**src/rtl/rb_bank.sv**
```systemverilog
// rb_bank: double-buffered neuron weight/bias/sign register bank.
// Single and burst writes land in the shadow copy; commit copies shadow to the active outputs.
module rb_bank #(
  parameter int DW = 8,
  parameter int NCH = 4,
  parameter int NW = 4,
  localparam int DEPTH = NCH * (NW + 2),
  localparam int AW = $clog2(DEPTH)
) (
  input  logic                 clk,
  input  logic                 rst,
  input  logic                 en,
  input  logic                 wr_valid,
  output logic                 wr_ready,
  input  logic [AW-1:0]        wr_addr,
  input  logic [DW-1:0]        wr_data,
  input  logic                 burst_start,
  input  logic [AW-1:0]        burst_addr,
  input  logic [AW:0]          burst_len,
  input  logic                 commit,
  input  logic                 err_clr,
  output logic                 busy,
  output logic                 done,
  output logic                 err,
  output logic [NCH*NW*DW-1:0] win,
  output logic [NCH*DW-1:0]    bias,
  output logic [NCH-1:0]       sign
);
  localparam logic [1:0] S_IDLE = 2'd0, S_BURST = 2'd1, S_COMMIT = 2'd2;
  localparam logic [AW:0] LIM = (AW+1)'(DEPTH);
  logic [1:0] r_state;
  logic [AW-1:0] r_ptr;
  logic [AW:0] r_cnt;
  logic r_pend, r_done, r_err;
  logic [DW-1:0] r_sh_w [NCH*NW];
  logic [DW-1:0] r_ac_w [NCH*NW];
  logic [DW-1:0] r_sh_b [NCH];
  logic [DW-1:0] r_ac_b [NCH];
  logic [NCH-1:0] r_sh_s, r_ac_s;
  logic w_idle, w_burst, w_acc, w_ok, w_err, w_copy;
  logic [AW-1:0] w_waddr;
  logic [DEPTH-1:0] w_we;

  assign w_idle = r_state == S_IDLE;
  assign w_burst = r_state == S_BURST;
  assign wr_ready = !rst && (w_idle ? en && !burst_start && !commit : w_burst && en);
  assign w_acc = wr_valid && wr_ready;
  assign w_ok = burst_len != '0 && burst_len <= LIM && {1'b0, burst_addr} < LIM;
  assign w_err = w_idle && (burst_start ? !w_ok : w_acc && {1'b0, wr_addr} >= LIM);
  assign w_waddr = w_burst ? r_ptr : wr_addr;
  // An IDLE commit copies on entry; a commit deferred by a burst copies inside COMMIT so the last beat is included.
  assign w_copy = (w_idle && !burst_start && (commit || r_pend)) || (r_state == S_COMMIT && r_pend);

  genvar a, c, w;
  for (a = 0; a < DEPTH; a++) begin : g_we
    assign w_we[a] = w_acc && w_waddr == AW'(a);
  end

  always_ff @(posedge clk or posedge rst) begin
    if (rst) begin
      r_state <= S_IDLE;
      r_ptr <= '0;
      r_cnt <= '0;
      r_pend <= 1'b0;
      r_done <= 1'b0;
      r_err <= 1'b0;
    end else begin
      r_done <= 1'b0;
      r_err <= w_err || (r_err && !err_clr);
      if (w_idle) begin
        if (burst_start) begin
          if (w_ok) begin
            r_state <= S_BURST;
            r_ptr <= burst_addr;
            r_cnt <= burst_len;
          end
          r_pend <= r_pend || commit;
        end else if (commit || r_pend) begin
          r_state <= S_COMMIT;
          r_pend <= 1'b0;
        end
      end else if (w_burst) begin
        if (commit) r_pend <= 1'b1;
        if (w_acc) begin
          r_ptr <= r_ptr == AW'(DEPTH - 1) ? '0 : r_ptr + AW'(1);
          r_cnt <= r_cnt - (AW+1)'(1);
          if (r_cnt == (AW+1)'(1)) begin
            r_done <= 1'b1;
            r_state <= (r_pend || commit) ? S_COMMIT : S_IDLE;
          end
        end
      end else begin
        r_state <= S_IDLE;
        r_pend <= 1'b0;
      end
    end
  end

  always_ff @(posedge clk or posedge rst) begin
    if (rst) begin
      for (int i = 0; i < NCH * NW; i++) begin
        r_sh_w[i] <= '0;
        r_ac_w[i] <= '0;
      end
      for (int i = 0; i < NCH; i++) begin
        r_sh_b[i] <= '0;
        r_ac_b[i] <= '0;
      end
      r_sh_s <= '0;
      r_ac_s <= '0;
    end else begin
      for (int i = 0; i < NCH; i++) begin
        for (int j = 0; j < NW; j++)
          if (w_we[i*(NW+2)+j]) r_sh_w[i*NW+j] <= wr_data;
        if (w_we[i*(NW+2)+NW]) r_sh_b[i] <= wr_data;
        if (w_we[i*(NW+2)+NW+1]) r_sh_s[i] <= wr_data[0];
      end
      if (w_copy) begin
        r_ac_w <= r_sh_w;
        r_ac_b <= r_sh_b;
        r_ac_s <= r_sh_s;
      end
    end
  end

  for (c = 0; c < NCH; c++) begin : g_ch
    for (w = 0; w < NW; w++) begin : g_w
      assign win[(c*NW+w)*DW +: DW] = r_ac_w[c*NW+w];
    end
    assign bias[c*DW +: DW] = r_ac_b[c];
  end
  assign sign = r_ac_s;
  assign busy = !w_idle;
  assign done = r_done;
  assign err = r_err;
endmodule

```
**config.mk**
```make
export PLATFORM = sky130hd
export DESIGN_NAME = rb_bank
export DESIGN_NICKNAME = d
export VERILOG_FILES = /design/src/rtl/rb_bank.sv
export SDC_FILE = /design/constraint.sdc
export NUM_CORES = 1
export LEC_CHECK = 0
export CAP_MARGIN = 20
export CORE_AREA = 3 3 179 181
export CTS_BUF_LIST = sky130_fd_sc_hd__clkbuf_16
export DETAILED_ROUTE_END_ITERATION = 12
export DIE_AREA = 0 0 182 184
export GPL_TIMING_DRIVEN = 1
export PLACE_DENSITY = 0.79
export SYNTH_ARGS = -nofsm -noshare
export SYNTH_HDL_FRONTEND = slang
export SYNTH_SLANG_ARGS = --single-unit
```
**constraint.sdc**
```tcl
create_clock -name clk -period 10.9 [get_ports clk]
set_input_delay 1.09 -clock clk [delete_from_list [all_inputs] [get_ports clk]]
set_output_delay 1.09 -clock clk [all_outputs]
set_load 0.02 [all_outputs]
```
* Word-level counts from Yosys, hierarchy flattened *
Cells that the tools add are included.

storage, ports and cells
  input bits = 31
  register bits after elaboration = 344
  word-level logic and storage cells = 175

operators by class
  equality and inequality tests = 34
  magnitude comparators = 3
  mux-type cells = 31
  $add $sub $neg = 2
  reductions and logical operators = 54

operators with widths
  cell                   number
  $eq A5 B5 Y1 const B   9
  $eq A5 B4 Y1 const B   8
  $logic_and A1 B1 Y1    37
  $mux W5                7
  $mux W6                5
  $eq A5 B3 Y1 const B   4
  $mux W2                8
  $ne A3 B2 Y1 const B   4
  $mux W1                11
  $eq A5 B2 Y1 const B   2
  $reduce_and A4 Y1      2
  $eq A6 B1 Y1 const B   1
  $le A6 B5 Y1 const B   1
  $logic_not A1 Y1       6
  $reduce_bool A6 Y1     1
  $sub A6 B1 Y6 const B  1
  $add A5 B1 Y5 const B  1
  $eq A5 B1 Y1 const B   1
  $ge A5 B5 Y1 const B   1
  $logic_not A5 Y1       1
  $lt A5 B5 Y1 const B   1
  $reduce_bool A2 Y1     2
  $logic_or A1 B1 Y1     3
  $ne A3 B3 Y1 const B   1
  6 further kinds        6

* Longest topological paths before layout *
Gate-level depths: netlist (run 1).

  depth in word-level cells = 10
  depth in mapped cells = 9
  depth with buffers taken out = 6

* Worst setup path before layout (run 1) *
OpenSTA, ideal clock, no wires.

  path kind = input-to-reg
  start = input rst
  end = register r_ptr[1]
  stages on the path = 6
  slack = 0.866 ns
  data arrival time = 9.905 ns
  data required time = 10.772 ns
  path through = inv_1 a41oi_1 o31a_1 clkbuf_1 nand2_1 o21ai_0

between the ends
  cells in the longest elaborated chain, start to end = 5

ends and longest elaborated chain
  what                                 RTL line  text
  from (decl)                          11        input logic rst,
  $logic_not A1 Y1 (no source line)    --
  $logic_and A1 B1 Y1                  46        assign wr_ready = !rst && (w_idle ? en && !burst_start && !commit : w_burst && en);
  $logic_and A1 B1 Y1                  47        assign w_acc = wr_valid && wr_ready;
  $reduce_bool A2 Y1 (no source line)  --
  $reduce_and A4 Y1 (no source line)   --
  to (signal assigned)                 74        r_ptr <= burst_addr;
  to (signal assigned)                 85        r_ptr <= r_ptr == AW'(DEPTH - 1) ? '0 : r_ptr + AW'(1);
  to (decl)                            32        logic [AW-1:0] r_ptr;

Every way passes these cells.
A chain may end at the register's enable or synchronous reset.

* Worst setup path in the final report (run 1) *
  start = input rst
  end = output wr_ready

between the ends
  cells in the longest elaborated chain, start to end = 2

ends and longest elaborated chain
  what                               RTL line  text
  $logic_not A1 Y1 (no source line)  --
  $logic_and A1 B1 Y1                46
  to (decl)                          14        output logic wr_ready,

Every way passes these cells.

==> results of run 1 <==
-- power breakdown --
| part | switching [uW] | leakage (uW) | total [uW] | internal, uW |
|---|---|---|---|---|
| sequential | 176 | 0.00474 | 1710 | 1530 |
| clock | 483 | 0.000601 | 1220 | 734 |
| combinational | 558 | 0.00296 | 1120 | 563 |
| total | 1220 | 0.00830 | 4050 | 2830 |
-- per-stage QoR --
stage	cells	util, %	power, uW
final	1486	56.2	4050
after global routing	1486	56.2	4240
after CTS	1484	56.1	4090
after detailed placement	1422	52.3	2850
after global placement	1420	52.1	2810
after floorplan	869	-	2390
-- layout make-up --
| cell class | count | area [um2] | share of cell area (%) |
|---|---|---|---|
| tap | 396 | 495 | 2.88 |
| timing repair buffer | 211 | 2120 | 12.3 |
| sequential | 344 | 8610 | 50.1 |
| inverter | 13 | 56.3 | 0.327 |
| clock inverter | 25 | 246 | 1.43 |
| multi-input combinational | 460 | 4740 | 27.6 |
| clock buffer | 37 | 926 | 5.38 |
-- kinds of logic after synthesis --
kind of cell	after synthesis	share of synthesized area, %
flip-flops	344	63.2
multiplexers	329	27.7
AND/OR/NAND/NOR	77	4.15
buffers and inverters	65	2.12
AO/OA/AOI/OAI	51	2.56
adder cells (fa/ha/maj)	3	0.276
-- sequential cells by signal, indices dropped and copies added, names as in the netlist --
name,count
r_sh_w,128
win,128
bias,32
r_sh_b,32
r_cnt,6
r_ptr,5
r_sh_s,4
sign,4
r_state,2
done,1
err,1
r_pend,1
-- cell usage in the layout, fill, tap and decap left out, types with 3 or more instances in the layout --
master	count
bufinv_16	5
a31oi_1	4
clkinv_2	5
buf_8	3
or3b_1	3
buf_4	9
o22ai_1	7
mux2_4	16
nand2_1	9
inv_1	18
nand3_1	6
a21oi_1	11
nor3b_1	3
nor3_4	7
or3_1	3
nor3_1	7
ha_1	3
a31o_2	3
clkinv_1	6
clkdlybuf4s50_1	198
nor2_2	3
mux2_2	312
clkbuf_16	37
nor4b_1	3
o21ai_0	8
nor2_1	12
dfrtp_1	344
-- metal layers --
layer	vias up	global-route usage, %
met1	4133	25.1
met2	191	30.3
li1	3502	-
met3	38	4.16
met4	0	4.11
met5	-	0
-- path summary, 6_finish.rpt --
path                            start  depth (start not counted)  slack [ps]          to
max                               rst                          4        6920    wr_ready
min                        r_sh_w[91]                          1         500  r_sh_w[91]
max reg2reg                r_state[1]                          5        7940  r_sh_w[81]
min reg2reg                r_sh_w[91]                          1         500  r_sh_w[91]
max in group asynchronous         rst                          4        7390  r_sh_w[21]
min in group asynchronous         rst                          2        1200      win[4]
==> impl_metrics.tcl, run 1 <==
set metrics [dict create \
    grt_max_degree 142 \
    grt_pass1_wl_um 48600 \
    pre_cts_ws_ps 6690 \
    dr_wl_met3_um 1660 \
    ctsResizeCount 0 \
    top_layer "met4" \
    first_pass_iters 4 \
    cp-end-kind "output pin" \
    ys_warn_count 0 \
    port_buffers 198 \
    design.core.area_um2 30600 \
    synth_most_common_cell "dfrtp_1" \
    period_minus_slack_ps 3980 \
    drtIter0Drc 388 \
    crit_path_frequent_cell "clkdlybuf4s50_1" \
    critical_path_buf_inv_count 2 \
    cts_buffer_depth 3 \
    fillers 2417 \
    cts_buffers 36 \
    fin_tns_setup_ps 0 \
    rows 64 \
    fin_ws_ps 6920 \
    cts-root-buf "clkbuf_16" \
    crit_chain "clkdlybuf4s50_1 > nor3b_2 > and2_1 > clkdlybuf4s50_1" \
    start_kind "input pin" \
    relSlewSlack_pct 20.5 \
    outcome "finished, final reports clean" \
    die-width_um 182 \
    cp.arrival_ps 2890 \
    worstMarginPinSlew_ps 1190 \
    clock_skew_ps 13.8 \
    cap_violations 0 \
    path_class "input pin to output pin" \
    htree_num_levels 2 \
    netlist_area_um2 13600 \
    hold_slack_ps 500 \
    start_util_pct 44.5 \
    tritoncts "done" \
    synth_edf_count 0 \
    vias 7864 \
    synth_top_area_share_pct 63.2 \
    ys_ff_latch 344 \
    grt_util_all_layers_pct 18.4 \
    place_area_um2 16000 \
    setup-violations-final 0 \
    synth_ff_type "dfrtp_1" \
    yosys-top-cells-area "dfrtp_1 (63%), mux2_2 (26%), mux2_4 (1.8%), clkbuf_1 (1.1%), nor3_4 (0.84%)" \
    final_nets 1100 \
    fmax_mhz 252 \
    place.gp.congestion 0.816 \
    rsz0062_at_grt "no" \
    antenna_cells 0 \
    clk-insertion-delay-late_ps 510 \
    wirelength_um 30700 \
    synthToLayoutAreaGrowth_pct 26.2 \
    cts.sinks 344 \
    ant_nets 0 \
    cts_setup_buffers 0 \
    viasPerCell 5.29 \
    clkTransAtPathRegs_ps 60 \
    leakagePower_uw 0.00830 \
    finalCritPeriodShare_pct 36.5 \
    dieArea_um2 33500 \
    async_reset_ff_share_pct 100 \
    avgRoutedWirePerCell_um 20.7 \
    critPathTopFamily "buffers and inverters" \
    hp-class "flip-flop to flip-flop" \
    dpl.hpwl_um 20200 \
    wl_met1_um 13600 \
    slowest_delay_ps 670 \
    io_pins 199 \
    drv_slew 0 \
    fin_area_um2 17200 \
    ir_worst_vdd_mv 0.152 \
    syn_inst 869 \
    synthDistinctLibCells 55 \
    die_h_um 184 \
    overflow 0 \
    synth_area_leader_cell "dfrtp_1" \
    synth_seq_area_share_pct 63.2 \
    synthTopCellsByCount "dfrtp_1 (344), mux2_2 (312), clkbuf_1 (39)" \
    finalHoldViolCount 0 \
    layout-drive-gt1-share_pct 38.3 \
    synth_nets 903 \
    worstPathMaxFanout 6 \
    pwr_density_cell_nw_per_um2 235 \
    wl_met2_um 14900 \
    crit_path_top_delay_cell "clkdlybuf4s50_1" \
    required_ps 9810 \
    antenna_found_initial 0 \
    grt_pass1_vias 8399 \
    drc_errors 0 \
    avgSynthCellArea_um2 15.7 \
    holdBufCountCts 0 \
]
(Power assumes the default switching activity.)
==> inputs of run 2 (changes only) <==
==> constraint.sdc (replaced) <==
create_clock -name clk -period 3.4 [get_ports clk]
set_input_delay 0.34 -clock clk [delete_from_list [all_inputs] [get_ports clk]]
set_output_delay 0.34 -clock clk [all_outputs]
set_load 0.02 [all_outputs]
==> impl_metrics.tcl, run 2 (synthesized netlist as in run 1, its figures left out) <==
set metrics [dict create \
    finalCritPeriodShare_pct 79.2 \
    required_ps 3060 \
    cap_violations 0 \
    finalHoldViolCount 0 \
    final_nets 1109 \
    port_buffers 198 \
    antenna_cells 0 \
    clkTransAtPathRegs_ps 60 \
    drc_errors 0 \
    pwr_density_cell_nw_per_um2 751 \
    clock_skew_ps 11.4 \
    pwr-share-seq_pct 42.2 \
    wirelength_um 31200 \
    path_class "flip-flop to output pin" \
    r2r_cells 6 \
    tritoncts "done" \
    synthToLayoutAreaGrowth_pct 26.7 \
    vias 7989 \
    clk-insertion-delay-late_ps 500 \
    grt_util_all_layers_pct 18.7 \
    worstMarginPinSlew_ps 1140 \
    htree_num_levels 2 \
    r2r_setup_slack_ps 720 \
    holdBufCountCts 0 \
    p_comb_share_pct 28.4 \
    drv_slew 0 \
    fin_tns_setup_ps 0 \
    cts.sinks 344 \
    drtIter0Drc 389 \
    stdcell_count 1494 \
    grt_max_degree 183 \
    overflow 0 \
    cp.arrival_ps 2350 \
    outcome "finished, final reports clean" \
    ctsResizeCount 0 \
    grt_pass1_vias 8447 \
    rsz0062_at_grt "no" \
    ir_worst_vdd_mv 0.466 \
    dpl.hpwl_um 20300 \
    hp-class "input pin to async pin" \
    rows 64 \
    avgRoutedWirePerCell_um 20.9 \
    start_kind "flip-flop" \
    cts_setup_buffers 0 \
    p_sw_uw 3950 \
    placed_cells 1431 \
    antenna_found_initial 0 \
    ant_nets 0 \
    period_minus_slack_ps 2690 \
    p_int_uw 9010 \
    dieArea_um2 33500 \
    viasPerCell 5.35 \
    cts_buffer_depth 3 \
    cp-end-kind "output pin" \
    io_pins 199 \
    layout_commonest_cell "dfrtp_1" \
    grt_pass1_wl_um 49300 \
    cts_buffers 37 \
    setup-violations-final 0 \
    cts-root-buf "clkbuf_16" \
    fin_ws_ps 706 \
    first_pass_iters 4 \
    leakagePower_uw 0.00834 \
    swShare_pct 30.5 \
    relSlewSlack_pct 23.9 \
    fmax_mhz 371 \
    layout-drive-gt1-share_pct 39.1 \
    start_util_pct 44.5 \
    die_h_um 184 \
    mostFrequentLayoutCells "dfrtp_1 (344), mux2_2 (312), clkdlybuf4s50_1 (198)" \
    design.core.area_um2 30600 \
    clkPwrFrac_pct 29.4 \
    place.gp.congestion 0.813 \
    worstPathMaxFanout 12 \
    pre_cts_ws_ps 512 \
    die-width_um 182 \
]
run 2: cell type report:
class                      count  area, um2
sequential                   344       8610
clock inverter                24        203
timing repair buffer         219       2220
inverter                      13       52.6
tap                          396        495
clock buffer                  38        951
multi-input combinational    460       4740
fill                        2425      13300
run 2: final timing paths:
| path | start | to |
|---|---|---|
| worst max-delay path | r_state[0] | wr_ready |
| worst min-delay path | rst | err |
| worst max register to register | r_state[1] | r_sh_w[36] |
| worst min register to register | r_sh_b[15] | r_sh_b[15] |
| max in group asynchronous | rst | win[35] |
| min in group clk | err_clr | err |
run 2: layer usage:
layer / wire [um] / track usage (%)
met5: 0 / 0
met4: 777 / 5.48
met3: 2010 / 4.63
met2: 15000 / 30.5
met1: 13500 / 25.0
run 2: critical path, stage by stage (launching register included):
cell and delay, ps:
dfrtp_1 640, o21bai_1 200, and2_1 320, clkdlybuf4s50_1 690
run 2: stage by stage:
stage / hold WS [ps] / power [uW] / utilization [%] / cell area [um2]
after detailed placement: 489 / 9240 / 52.7 / 16100
final: 188 / 13000 / 56.5 / 17300
after global routing: 207 / 13600 / 56.5 / 17300
after CTS: 173 / 13100 / 56.4 / 17300
after global placement: 482 / 9110 / 52.5 / 16100
after floorplan: 474 / 7660 / - / 13600
run 2: power by group through the flow:
stage               logic, uW  clock network, uW  registers [uW]
global placement         3620                  0            5490
finish                   3680               3820            5460
CTS                      3730               3920            5470
global route             3930               4090            5580
floorplan                1740                  0            5910
detailed placement       3710                  0            5530
